<file path="config.mk">
export PLATFORM = sky130hd
export DESIGN_NAME = mem_port_arbiter
export DESIGN_NICKNAME = d
export VERILOG_FILES = /design/src/rtl/mips_pkg.sv /design/src/rtl/arb_timer.sv /design/src/rtl/mem_port_arbiter.sv
export SDC_FILE = /design/constraint.sdc
export NUM_CORES = 1
export LEC_CHECK = 0
export BUFFER_PORTS_ARGS = -buffer_cell sky130_fd_sc_hd__buf_2
export CAP_MARGIN = 10
export CELL_PAD_IN_SITES_DETAIL_PLACEMENT = 0
export CELL_PAD_IN_SITES_GLOBAL_PLACEMENT = 2
export CORE_MARGIN = 10
export CORE_UTILIZATION = 27
export DETAILED_ROUTE_END_ITERATION = 8
export PLACE_DENSITY_LB_ADDON = 0.1
export RECOVER_POWER = 50
export SYNTH_ARGS = -nofsm -noshare
export SYNTH_HDL_FRONTEND = slang
export SYNTH_SLANG_ARGS = --single-unit
</file>
<file path="constraint.sdc">
create_clock -name clk -period 5.6 [get_ports clk]
set_input_delay 0.28 -clock clk [delete_from_list [all_inputs] [get_ports clk]]
set_output_delay 0.28 -clock clk [all_outputs]
set_load 0.01 [all_outputs]
</file>
<file path="src/rtl/mips_pkg.sv">
// Shared arbiter types: state encoding for mem_port_arbiter and the read data
// returned to a requester whose access was aborted.
package mips_pkg;

   typedef logic [1:0] arb_state_t;

   localparam arb_state_t IDLE     = 2'd0;
   localparam arb_state_t SERVE_IF = 2'd1;
   localparam arb_state_t SERVE_DM = 2'd2;

   localparam logic [31:0] ARB_ERR_RDATA = 32'h0;

endpackage

</file>
<file path="src/rtl/arb_timer.sv">
// Wait counter for an outstanding memory access: cleared on grant, advanced on
// every serving cycle without mem_ack, expiring on the ACK_TIMEOUT-th such cycle.
module arb_timer #(
   parameter int ACK_TIMEOUT = 15
) (
   input  logic clk,
   input  logic rst,
   input  logic clear,
   input  logic inc,
   output logic expired
);

   logic [7:0] wait_cnt;

   // Expiry is flagged during the last permitted wait cycle so the abort lands on that edge.
   assign expired = inc && (wait_cnt == 8'(ACK_TIMEOUT - 1));

   always_ff @(posedge clk) begin
      if (rst || clear)
         wait_cnt <= '0;
      else if (inc)
         wait_cnt <= wait_cnt + 8'd1;
   end

endmodule

</file>
<file path="src/rtl/mem_port_arbiter.sv">
// Two-requester (instruction fetch / data memory) arbiter for one shared memory port.
// Define STARVE_GUARD_EN to force an IF grant after three consecutive DM grants.
module mem_port_arbiter
   import mips_pkg::*;
#(
   parameter int ACK_TIMEOUT = 15
) (
   input  logic        clk,
   input  logic        rst,
   input  logic        if_req,
   input  logic [31:0] if_addr,
   output logic [31:0] if_rdata,
   output logic        if_ready,
   input  logic        dm_req,
   input  logic        dm_we,
   input  logic [31:0] dm_addr,
   input  logic [31:0] dm_wdata,
   output logic [31:0] dm_rdata,
   output logic        dm_ready,
   output logic        mem_req,
   output logic        mem_we,
   output logic [31:0] mem_addr,
   output logic [31:0] mem_wdata,
   input  logic [31:0] mem_rdata,
   input  logic        mem_ack,
   output logic        stall,
   output logic        err
);

   arb_state_t  state;
   logic [31:0] lat_addr;
   logic [31:0] lat_wdata;
   logic        lat_we;
   logic        serving;
   logic        arb_open;
   logic        grant_if;
   logic        grant_dm;
   logic        ack_done;
   logic        expired;
   logic        finish;

   assign serving  = (state == SERVE_IF) || (state == SERVE_DM);
   // A completion's ready cycle is never an arbitration cycle, so every grant is
   // preceded by a quiet IDLE cycle and a just-finished request cannot be re-granted.
   assign arb_open = (state == IDLE) && !if_ready && !dm_ready;
   assign ack_done = serving && mem_ack;
   assign finish   = ack_done || expired;

`ifdef STARVE_GUARD_EN
   logic [1:0] starve_cnt;
   logic       favor_if;

   assign favor_if = (starve_cnt == 2'd3) && if_req;
   assign grant_dm = arb_open && dm_req && !favor_if;
   assign grant_if = arb_open && if_req && !grant_dm;

   always_ff @(posedge clk) begin
      if (rst || grant_if)
         starve_cnt <= 2'd0;
      else if (grant_dm)
         starve_cnt <= !if_req ? 2'd0 : (starve_cnt == 2'd3) ? 2'd3 : starve_cnt + 2'd1;
   end
`else
   assign grant_dm = arb_open && dm_req;
   assign grant_if = arb_open && if_req && !dm_req;
`endif

   arb_timer #(
      .ACK_TIMEOUT(ACK_TIMEOUT)
   ) u_timer (
      .clk    (clk),
      .rst    (rst),
      .clear  (grant_if || grant_dm),
      .inc    (serving && !mem_ack),
      .expired(expired)
   );

   assign mem_req   = serving;
   assign mem_we    = serving && lat_we;
   assign mem_addr  = lat_addr;
   assign mem_wdata = lat_wdata;
   assign stall     = (if_req && !if_ready) || (dm_req && !dm_ready);

   // Operands are captured at grant; later changes on the requester bus are ignored.
   always_ff @(posedge clk) begin
      if (rst) begin
         state     <= IDLE;
         lat_addr  <= '0;
         lat_wdata <= '0;
         lat_we    <= 1'b0;
         if_ready  <= 1'b0;
         dm_ready  <= 1'b0;
         if_rdata  <= '0;
         dm_rdata  <= '0;
         err       <= 1'b0;
      end else begin
         if_ready <= 1'b0;
         dm_ready <= 1'b0;
         if (expired)
            err <= 1'b1;
         case (state)
            IDLE: begin
               if (grant_dm) begin
                  state     <= SERVE_DM;
                  lat_addr  <= dm_addr;
                  lat_we    <= dm_we;
                  lat_wdata <= dm_wdata;
               end else if (grant_if) begin
                  state     <= SERVE_IF;
                  lat_addr  <= if_addr;
                  lat_we    <= 1'b0;
                  lat_wdata <= '0;
               end
            end
            SERVE_IF: begin
               if (finish) begin
                  state    <= IDLE;
                  if_ready <= 1'b1;
                  if_rdata <= ack_done ? mem_rdata : ARB_ERR_RDATA;
               end
            end
            SERVE_DM: begin
               if (finish) begin
                  state    <= IDLE;
                  dm_ready <= 1'b1;
                  dm_rdata <= (ack_done && !lat_we) ? mem_rdata : ARB_ERR_RDATA;
               end
            end
            default: state <= IDLE;
         endcase
      end
   end

endmodule

</file>
==> impl_metrics.env, run 1 <==
export IMPL_coreArea_sq_um=19000
export IMPL_critPathArrivalTime_ns=3.50
export IMPL_maxSlewHeadroom_pct=12.3
export IMPL_dp_hpwl_microns=14000
export IMPL_worst_slew_pin_slew_ns=1.32
export IMPL_synth_largest_area_cell="dfxtp_1"
export IMPL_fin_ws_ns=2.45
export IMPL_cts_root_buf="clkbuf_16"
export IMPL_die_h_microns=160
export IMPL_final_cells=1059
export IMPL_layout_nets=923
export IMPL_hold_path_class="input pin to flip-flop"
export IMPL_start_util_pct=27.7
export IMPL_drtIter0Drc=298
export IMPL_first_pass_iters=5
export IMPL_postCtsHoldBufs=0
export IMPL_synth_commonest_cells="142 x dfxtp_1, 75 x nor2_1, 66 x a22o_1"
export IMPL_ios=268
export IMPL_synthesis_area_sq_um=5260
export IMPL_numCtsBuffers=17
export IMPL_outcome="finished clean"
export IMPL_cts_buffer_depth=2
export IMPL_holdCritStartpoint="dm_wdata[23]"
export IMPL_slew_violations=0
export IMPL_pre_cts_ws_ns=2.70
export IMPL_synth_area_leaders="dfxtp_1 54%, a22o_1 11%, nor2_1 5.4%"
export IMPL_seq_area_frac_synth_pct=54.1
export IMPL_drive_above_1_share_pct=22.2
export IMPL_grt_use_met1_pct=17.5
export IMPL_ant_nets=0
export IMPL_cts_tree="done"
export IMPL_top_usage_layer="met2"
export IMPL_met3_usage_pct=5.81
export IMPL_cp_start_kind="flip-flop"
export IMPL_finalSetupViolCount=0
export IMPL_reg2reg_from="u_timer.wait_cnt[0]"
export IMPL_syn2layout_area_growth_pct=36.7
export IMPL_synth_top_area_share_pct=54.1
export IMPL_maxCapViolCount=0
export IMPL_vias=4916
export IMPL_cts_sinks=142
export IMPL_crit_type="flip-flop to flip-flop"
export IMPL_yosys_warnings=0
export IMPL_synth_cell_types=34
export IMPL_grt_antenna_before_repair=2
export IMPL_drcViolationCount=0
export IMPL_grt_usage_pct=14.5
export IMPL_clkTransAtPathRegs_ns=0.07
export IMPL_use_met2_pct=22.4
export IMPL_required_ns=5.96
export IMPL_ys_async_sr_fraction_pct=0
export IMPL_endpoint_kind="flip-flop"
export IMPL_ys_seq_elements=142
export IMPL_critPathLaunch="u_timer.wait_cnt[0]"
export IMPL_yosysMostFrequentCell="dfxtp_1"
export IMPL_dp_cells=1025
export IMPL_grt_pass1_wl_microns=29700
export IMPL_rows=50
export IMPL_die_area_sq_um=25400
export IMPL_portBuffers=267
export IMPL_peakVddDrop_uv=211
export IMPL_ys_flop_type="dfxtp_1"
export IMPL_hold_violations=0
export IMPL_grt_overflow_total=0
export IMPL_powerDensity_nw_per_um2=478
export IMPL_syn_instance_count=545
export IMPL_gp_congestion=0.810
export IMPL_p_leak_nw=2.91
export IMPL_routed_via_density=4.64
export IMPL_first_global_vias=5144
export IMPL_die_w_microns=160
export IMPL_finalWorstPathRequiredPeriod_ns=3.15
export IMPL_setup_tns_final_ns=0
export IMPL_path_max_fanout=35
export IMPL_fin_skew_ns=0.0100
export IMPL_post_cts_resized=0
export IMPL_period_share_pct=56.2
export IMPL_wire_per_inst_microns=17.9
export IMPL_wl_microns=19000
export IMPL_synth_edff_count=0
export IMPL_h_tree_depth=4
export IMPL_grt_max_degree=49
export IMPL_synth_nets=684
export IMPL_fmax_mhz=318
export IMPL_rsz0062_at_grt="false"
export IMPL_postCtsSetupBuffers=0
export IMPL_syn_area_per_cell_sq_um=9.64
export IMPL_reg2reg_slack_ns=2.45
export IMPL_clkLatencyLatePin_ns=0.42
## report_power, final
part	switching (mW)	internal (mW)	total (mW)
clock	0.462	0.767	1.23
combinational	0.586	0.329	0.915
sequential	0.0972	1.19	1.29
## kinds of logic after synthesis
group | Yosys count | share of synthesized area, %
compound gates | 204 | 27.9
flops | 142 | 54.1
simple gates | 131 | 10.6
buf+inv | 56 | 5.05
xor+xnor | 7 | 1.17
fa+ha+maj | 5 | 1.19
## layout make-up
| type | count | area [sq um] |
|---|---|---|
| fill | 2012 | 11800 |
| inverter | 5 | 18.8 |
| antenna | 2 | 5.00 |
| multi-input combinational | 347 | 2150 |
| sequential | 142 | 2840 |
| tap | 260 | 325 |
| clock inverter | 14 | 205 |
| timing repair buffer | 271 | 1200 |
| clock buffer | 18 | 439 |
## through the flow
step | cell area (sq um) | power [mW] | hold slack, ns | util (%)
3_3_place_gp | 6710 | 2.26 | 0.453 | 35.4
5_1_grt | 7180 | 3.65 | 0.0423 | 37.9
6_report | 7180 | 3.43 | 0.0629 | 37.9
2_1_floorplan | 5260 | 1.92 | 0.406 | -
4_1_cts | 7360 | 3.54 | 0.0411 | 38.8
3_5_place_dp | 6710 | 2.29 | 0.453 | 35.4
## layout by cell type (no fill, tap or decap), drive strengths merged
cell,netlist,layout
a211oi,2,2
a21oi,34,34
a22o,66,66
a2bb2oi,31,31
and2,1,1
and3,2,2
and4b,1,1
buf,15,138
bufinv,0,4
clkbuf,36,151
clkinv,0,4
clkinvlp,0,1
dfxtp,142,142
diode,0,2
ha,5,5
inv,5,10
nand2,38,38
nand2b,1,1
nand3,1,1
nand4,3,3
nor2,76,76
nor2b,1,1
nor3,2,2
nor4b,1,1
o21ai,33,33
o21ba,3,3
o22ai,33,33
o2bb2ai,1,1
o31a,1,1
or2,2,2
or3b,1,1
or4,1,1
xnor2,1,1
xor2,6,6
## routing by layer
| layer | vias up | share of wire, % |
|---|---|---|
| met5 | - | 0.068 |
| li1 | 2445 | - |
| met4 | 2 | 2.1 |
| met1 | 2245 | 44 |
| met3 | 26 | 8.7 |
| met2 | 198 | 45 |
## state kept, by name, indices dropped and copies added, names as in the netlist
| register | count |
|---|---|
| u_timer.wait_cnt | 8 |
| mem_wdata | 32 |
| dm_rdata | 32 |
| err | 1 |
| if_rdata | 32 |
| lat_we | 1 |
| mem_addr | 32 |
| dm_ready | 1 |
| if_ready | 1 |
| state | 2 |
## worst max-delay path: stages (launching register included)
cell and delay, ns:
dfxtp_1 0.38, inv_1 0.06, ha_1 0.19, nand3_1 0.11, o21ba_1 0.97, o21ba_1 1.09, a22o_1 0.26
## path summary, 6_finish.rpt
path / cells after the start / end
setup reg to reg: 6 / dm_rdata[29]
hold reg to reg: 2 / if_rdata[22]
hold / removal: 2 / mem_wdata[23]
setup / recovery: 6 / dm_rdata[29]
Note: power is estimated with default switching activity, not from simulation.
==> inputs of run 2 (changes only) <==
--- a/config.mk
+++ b/config.mk
@@ -10,7 +10,7 @@
 export CELL_PAD_IN_SITES_DETAIL_PLACEMENT = 0
 export CELL_PAD_IN_SITES_GLOBAL_PLACEMENT = 2
 export CORE_MARGIN = 10
-export CORE_UTILIZATION = 27
+export CORE_UTILIZATION = 23
 export DETAILED_ROUTE_END_ITERATION = 8
 export PLACE_DENSITY_LB_ADDON = 0.1
 export RECOVER_POWER = 50
==> constraint.sdc (replaced) <==
create_clock -name clk -period 2.7 [get_ports clk]
set_input_delay 0.135 -clock clk [delete_from_list [all_inputs] [get_ports clk]]
set_output_delay 0.135 -clock clk [all_outputs]
set_load 0.01 [all_outputs]
==> impl_metrics.env, run 2 (synthesis gave the netlist of run 1 again) <==
export IMPL_wl_microns=20100
export IMPL_gp_congestion=0.762
export IMPL_dp_hpwl_microns=14600
export IMPL_final_cell_mix="142 x dfxtp_1, 134 x buf_2, 134 x clkbuf_1"
export IMPL_clkLatencyLatePin_ns=0.41
export IMPL_grt_overflow_total=0
export IMPL_first_pass_iters=4
export IMPL_cts_buffer_depth=2
export IMPL_critPathLaunch="state[0]"
export IMPL_layout_nets=996
export IMPL_fin_ws_ns=0.559
export IMPL_powerDensity_nw_per_um2=893
export IMPL_syn2layout_area_growth_pct=49.7
export IMPL_slowest_delay_ns=0.37
export IMPL_worst_path_buf_inv=3
export IMPL_grt_antenna_before_repair=2
export IMPL_post_cts_resized=0
export IMPL_internal_power_mw=4.60
export IMPL_fmax_mhz=467
export IMPL_first_global_vias=5599
export IMPL_vias=5218
export IMPL_pre_cts_ws_ns=0.553
export IMPL_ios=268
export IMPL_numCtsBuffers=17
export IMPL_p_sw_mw=2.42
export IMPL_cts_root_buf="clkbuf_16"
export IMPL_drive_above_1_share_pct=21.3
export IMPL_grt_pass1_wl_microns=31100
export IMPL_die_w_microns=171
export IMPL_path_max_fanout=33
export IMPL_outcome="finished clean"
export IMPL_reg2reg_from="state[0]"
export IMPL_h_tree_depth=4
export IMPL_worst_slew_pin_slew_ns=0.843
export IMPL_start_util_pct=23.3
export IMPL_path_depth=8
export IMPL_place_area_sq_um=6800
export IMPL_maxCapViolCount=0
export IMPL_setup_tns_final_ns=0
export IMPL_critPathArrivalTime_ns=2.47
export IMPL_hold_path_class="input pin to flip-flop"
export IMPL_p_leak_nw=3.19
export IMPL_finalInstanceArea_sq_um=7870
export IMPL_clkTransAtPathRegs_ns=0.06
export IMPL_grt_max_degree=50
export IMPL_ant_nets=0
export IMPL_layout_commonest_cell="dfxtp_1"
export IMPL_cts_tree="done"
export IMPL_switching_share_pct=34.5
export IMPL_cpMostUsedCell="buf_4"
export IMPL_portBuffers=267
export IMPL_seqPwrFrac_pct=38.1
export IMPL_reg2reg_depth=8
export IMPL_crit_type="flip-flop to flip-flop"
export IMPL_hold_violations=0
export IMPL_drtIter0Drc=157
export IMPL_holdCritStartpoint="if_addr[31]"
export IMPL_path_cells="inv_1 > ha_1 > or3b_1 > buf_4 > nor2_2 > buf_4 > or2_2 > a211oi_1"
export IMPL_peakVddDrop_uv=368
export IMPL_whs_ns=0.105
export IMPL_cts_sinks=142
export IMPL_drcViolationCount=0
export IMPL_routed_via_density=4.51
export IMPL_slew_violations=0
export IMPL_wire_per_inst_microns=17.4
export IMPL_critPathSlowestCell="or2_2"
export IMPL_fin_skew_ns=0.0108
export IMPL_crit_family="simple AND/OR/NAND/NOR gates"
export IMPL_maxSlewHeadroom_pct=43.8
export IMPL_cp_start_kind="flip-flop"
export IMPL_postCtsSetupBuffers=0
export IMPL_rsz0062_at_grt="false"
export IMPL_coreArea_sq_um=22600
export IMPL_finalSetupViolCount=0
export IMPL_die_h_microns=171
export IMPL_power_frac_comb_pct=29.1
export IMPL_die_area_sq_um=29300
export IMPL_endpoint_kind="flip-flop"
export IMPL_min_path_cells=4
export IMPL_grt_usage_pct=13.4
export IMPL_p_clk_share_pct=32.9
export IMPL_postCtsHoldBufs=65
export IMPL_period_share_pct=79.3
export IMPL_finalWorstPathRequiredPeriod_ns=2.14
export IMPL_rows=55
export IMPL_required_ns=3.03
==> run 2: area by class of cell <==
class,count,area (sq um)
Sequential cell,142,2840
Tap cell,285,357
Inverter,5,18.8
Clock inverter,13,131
Fill cell,2409,14700
Multi-Input combinational cell,347,2160
Clock buffer,19,453
Antenna cell,2,5.00
Timing Repair Buffer,344,1910
==> run 2: worst paths after layout <==
path,endpoint,slack (ns)
max,u_timer.wait_cnt[1],0.56
min,mem_addr[31],0.11
max reg2reg,u_timer.wait_cnt[1],0.56
min reg2reg,if_rdata[8],0.47
==> run 2: worst reg2reg max path, delay by kind of cell, from the launching register on <==
family / cells / cell delay (ns)
AO/OA/AOI/OAI: 1 / 0.22
adder cells (fa/ha/maj): 1 / 0.22
buffers and inverters: 3 / 0.61
flip-flops: 1 / 0.35
AND/OR/NAND/NOR: 3 / 0.66
==> run 2: per-layer routing <==
metal | up-vias | part of all wire [%] | track usage [%]
met3 | 28 | 9.1 | 5.68
met5 | - | 0.065 | 0
li1 | 2598 | - | -
met1 | 2400 | 42 | 15.1
met4 | 2 | 2.2 | 4.91
met2 | 190 | 46 | 22.1
==> run 2: stage by stage <==
| stage | power, mW | util (%) | instances |
|---|---|---|---|
| after global placement | 4.78 | 30.1 | 1058 |
| final | 7.02 | 34.9 | 1157 |
| after detailed placement | 4.81 | 30.1 | 1058 |
| after global routing | 7.49 | 34.8 | 1155 |
| after floorplan | 3.97 | - | 545 |
| after CTS | 7.24 | 35.6 | 1155 |
==> run 2: power by group through the flow <==
| stage | Combinational [mW] | Clock [mW] | Sequential, mW |
|---|---|---|---|
| floorplan | 1.11 | 0 | 2.86 |
| global placement | 2.08 | 0 | 2.70 |
| detailed placement | 2.10 | 0 | 2.71 |
| CTS | 2.18 | 2.39 | 2.66 |
| global route | 2.28 | 2.49 | 2.73 |
| finish | 2.04 | 2.31 | 2.68 |
==> inputs of run 3 (changes only) <==
--- a/config.mk
+++ b/config.mk
@@ -5,12 +5,13 @@
 export SDC_FILE = /design/constraint.sdc
 export NUM_CORES = 1
 export LEC_CHECK = 0
+export ABC_AREA = 1
 export BUFFER_PORTS_ARGS = -buffer_cell sky130_fd_sc_hd__buf_2
 export CAP_MARGIN = 10
 export CELL_PAD_IN_SITES_DETAIL_PLACEMENT = 0
 export CELL_PAD_IN_SITES_GLOBAL_PLACEMENT = 2
 export CORE_MARGIN = 10
-export CORE_UTILIZATION = 23
+export CORE_UTILIZATION = 21
 export DETAILED_ROUTE_END_ITERATION = 8
 export PLACE_DENSITY_LB_ADDON = 0.1
 export RECOVER_POWER = 50
==> constraint.sdc (replaced) <==
create_clock -name clk -period 1.9 [get_ports clk]
set_input_delay 0.095 -clock clk [delete_from_list [all_inputs] [get_ports clk]]
set_output_delay 0.095 -clock clk [all_outputs]
set_load 0.01 [all_outputs]
==> impl_metrics.env, run 3 <==
export IMPL_grt_overflow_total=0
export IMPL_rows=60
export IMPL_multi_input_area_sq_um=2450
export IMPL_whs_ns=0.0220
export IMPL_finalWorstPathRequiredPeriod_ns=1.73
export IMPL_clkTransAtPathRegs_ns=0.07
export IMPL_seq_area_frac_synth_pct=49.6
export IMPL_ys_flop_type="dfxtp_1"
export IMPL_reg2reg_slack_ns=0.17
export IMPL_ys_seq_elements=142
export IMPL_synth_cell_types=26
export IMPL_synth_top_area_share_pct=49.6
export IMPL_fin_skew_ns=0.0136
export IMPL_hold_violations=0
export IMPL_grt_max_degree=71
export IMPL_p_total_mw=10.2
export IMPL_coreArea_sq_um=26900
export IMPL_first_global_vias=6312
export IMPL_outcome="finished clean"
export IMPL_drive_above_1_share_pct=17.0
export IMPL_drtIter0Drc=258
export IMPL_syn_instance_count=802
export IMPL_die_area_sq_um=34300
export IMPL_die_w_microns=185
export IMPL_die_h_microns=185
export IMPL_reg2reg_depth=9
export IMPL_powerDensity_nw_per_um2=1110
export IMPL_maxCapViolCount=0
export IMPL_critPathSlowestCell="dfxtp_1"
export IMPL_syn_area_per_cell_sq_um=7.14
export IMPL_crit_type="flip-flop to flip-flop"
export IMPL_dp_hpwl_microns=17500
export IMPL_period_share_pct=90.9
export IMPL_grt_usage_pct=13.8
export IMPL_min_path_cells=5
export IMPL_yosysMostFrequentCell="nand2_1"
export IMPL_h_tree_depth=4
export IMPL_peakVddDrop_uv=482
export IMPL_synth_area_leaders="dfxtp_1 50%, nand2_1 23%, nor2_1 5.0%"
export IMPL_yosys_warnings=0
export IMPL_worst_slew_pin_slew_ns=0.520
export IMPL_synth_largest_area_cell="dfxtp_1"
export IMPL_synth_edff_count=0
export IMPL_slowest_delay_ns=0.36
export IMPL_gp_congestion=0.713
export IMPL_final_cells=1547
export IMPL_ys_async_sr_fraction_pct=0
export IMPL_cp_start_kind="flip-flop"
export IMPL_routed_via_density=4.04
export IMPL_seqCellArea_sq_um=2840
export IMPL_pre_cts_ws_ns=0.174
export IMPL_start_util_pct=21.3
export IMPL_drcViolationCount=0
export IMPL_fmax_mhz=579
export IMPL_diodes=0
export IMPL_finalSetupViolCount=0
export IMPL_wire_per_inst_microns=15.6
export IMPL_clkLatencyLatePin_ns=0.42
export IMPL_cpMostUsedCell="nand2_1"
export IMPL_fin_ws_ns=0.173
export IMPL_layout_nets=1332
export IMPL_cts_buffer_depth=2
export IMPL_fillers=2942
export IMPL_hold_path_class="input pin to flip-flop"
export IMPL_layout_commonest_cell="nand2_1"
export IMPL_cts_sinks=142
export IMPL_synthesis_area_sq_um=5730
export IMPL_slew_violations=0
export IMPL_setup_tns_final_ns=0
export IMPL_maxSlewHeadroom_pct=65.2
export IMPL_vias=6251
export IMPL_final_cell_mix="351 x nand2_1, 142 x dfxtp_1, 135 x buf_2"
export IMPL_cts_tree="done"
export IMPL_ios=268
export IMPL_critPathArrivalTime_ns=2.07
export IMPL_numCtsBuffers=17
export IMPL_dp_cells=1388
export IMPL_postCtsSetupBuffers=0
export IMPL_first_pass_iters=5
export IMPL_path_cells="inv_1 > ha_1 > buf_4 > nand2_1 > nand2_2 > nand2_1 > buf_4 > nand2_1 > a21oi_1"
export IMPL_required_ns=2.25
export IMPL_cts_root_buf="clkbuf_16"
export IMPL_grt_pass1_wl_microns=37300
export IMPL_rsz0062_at_grt="false"
export IMPL_p_leak_nw=4.29
export IMPL_endpoint_kind="flip-flop"
export IMPL_path_max_fanout=20
export IMPL_syn2layout_area_growth_pct=61.1
export IMPL_synth_nets=941
export IMPL_wl_microns=24100
export IMPL_synth_commonest_cells="350 x nand2_1, 142 x dfxtp_1, 76 x nor2_1"
export IMPL_ant_nets=0
export IMPL_portBuffers=267
export IMPL_grt_antenna_before_repair=0
## run 3: cell count changes after synthesis, moves of 5 or more
cell       previous run  this run
o22ai_1              33         1
a21oi_1              34        40
clkbuf_1             36        19
inv_1                 5        52
o21ai_0              33         4
a22o_1               66         0
a22oi_1               0        32
buf_2                 8        16
a2bb2oi_1            31         0
nand3_1               1        38
nand2_1              38       350
buf_4                 0         7
xor2_1                6         1
## run 3: kinds of logic (layout without fill, tap and decap cells)
family,Yosys count,in the layout,synth area share (%)
AOI/OAI and AO/OA,78,78,8.37
xor gates and xnor gates,1,1,0.153
adders and majority gates,5,5,1.09
buffers and inverters,101,505,7.82
DFF,142,142,49.6
and+or+nand+nor,475,475,32.9
## run 3: layout make-up
class                   instances  area share [%]
flip-flops and latches        142            30.8
clock buffers                  17            4.61
multi-input cells             559            26.5
repair buffers                417            29.3
inverters                      56            2.28
well taps                     341            4.63
clock inverters                15            1.86
## run 3: final timing paths
path / endpoint / from
worst max-delay path: if_rdata[12] / state[1]
worst min-delay path: mem_addr[31] / dm_addr[31]
worst max register to register: if_rdata[12] / state[1]
worst min register to register: mem_addr[18] / mem_addr[18]
## run 3: what timing repair did
action | in CTS | in global routing
endpoints found under the setup margin | 0 | 0
hold buffers | 127 | 0
hold endpoints to repair | 127 | 0
resized for setup | 0 | 0
## run 3: stage by stage
stage	utilization, %	instance area, sq um
final	34.3	9220
after global routing	34.3	9220
after CTS	35.0	9390
after detailed placement	28.0	7530
after global placement	28.0	7530
after floorplan	-	5730
## run 3: power breakdown
part           switching (mW)  total, mW  internal, mW
clock                    1.52       3.40          1.88
combinational            2.04       3.23          1.19
sequential              0.204       3.59          3.39
## run 3: routing by layer
layer  GRT usage (%)  up-vias  wire [microns]
li1                -     3276               -
met1            17.6     2779           11400
met2            22.1      181           10800
met3            4.35       15            1690
met4            3.51        0             225
met5               0        -               0
## run 3: worst max-delay path, delay by kind of cell (launching register included)
| family | cells | cell delay (ns) |
|---|---|---|
| flops | 1 | 0.36 |
| fa+ha+maj | 1 | 0.30 |
| compound gates | 1 | 0.13 |
| simple gates | 4 | 0.36 |
| buf+inv | 3 | 0.50 |
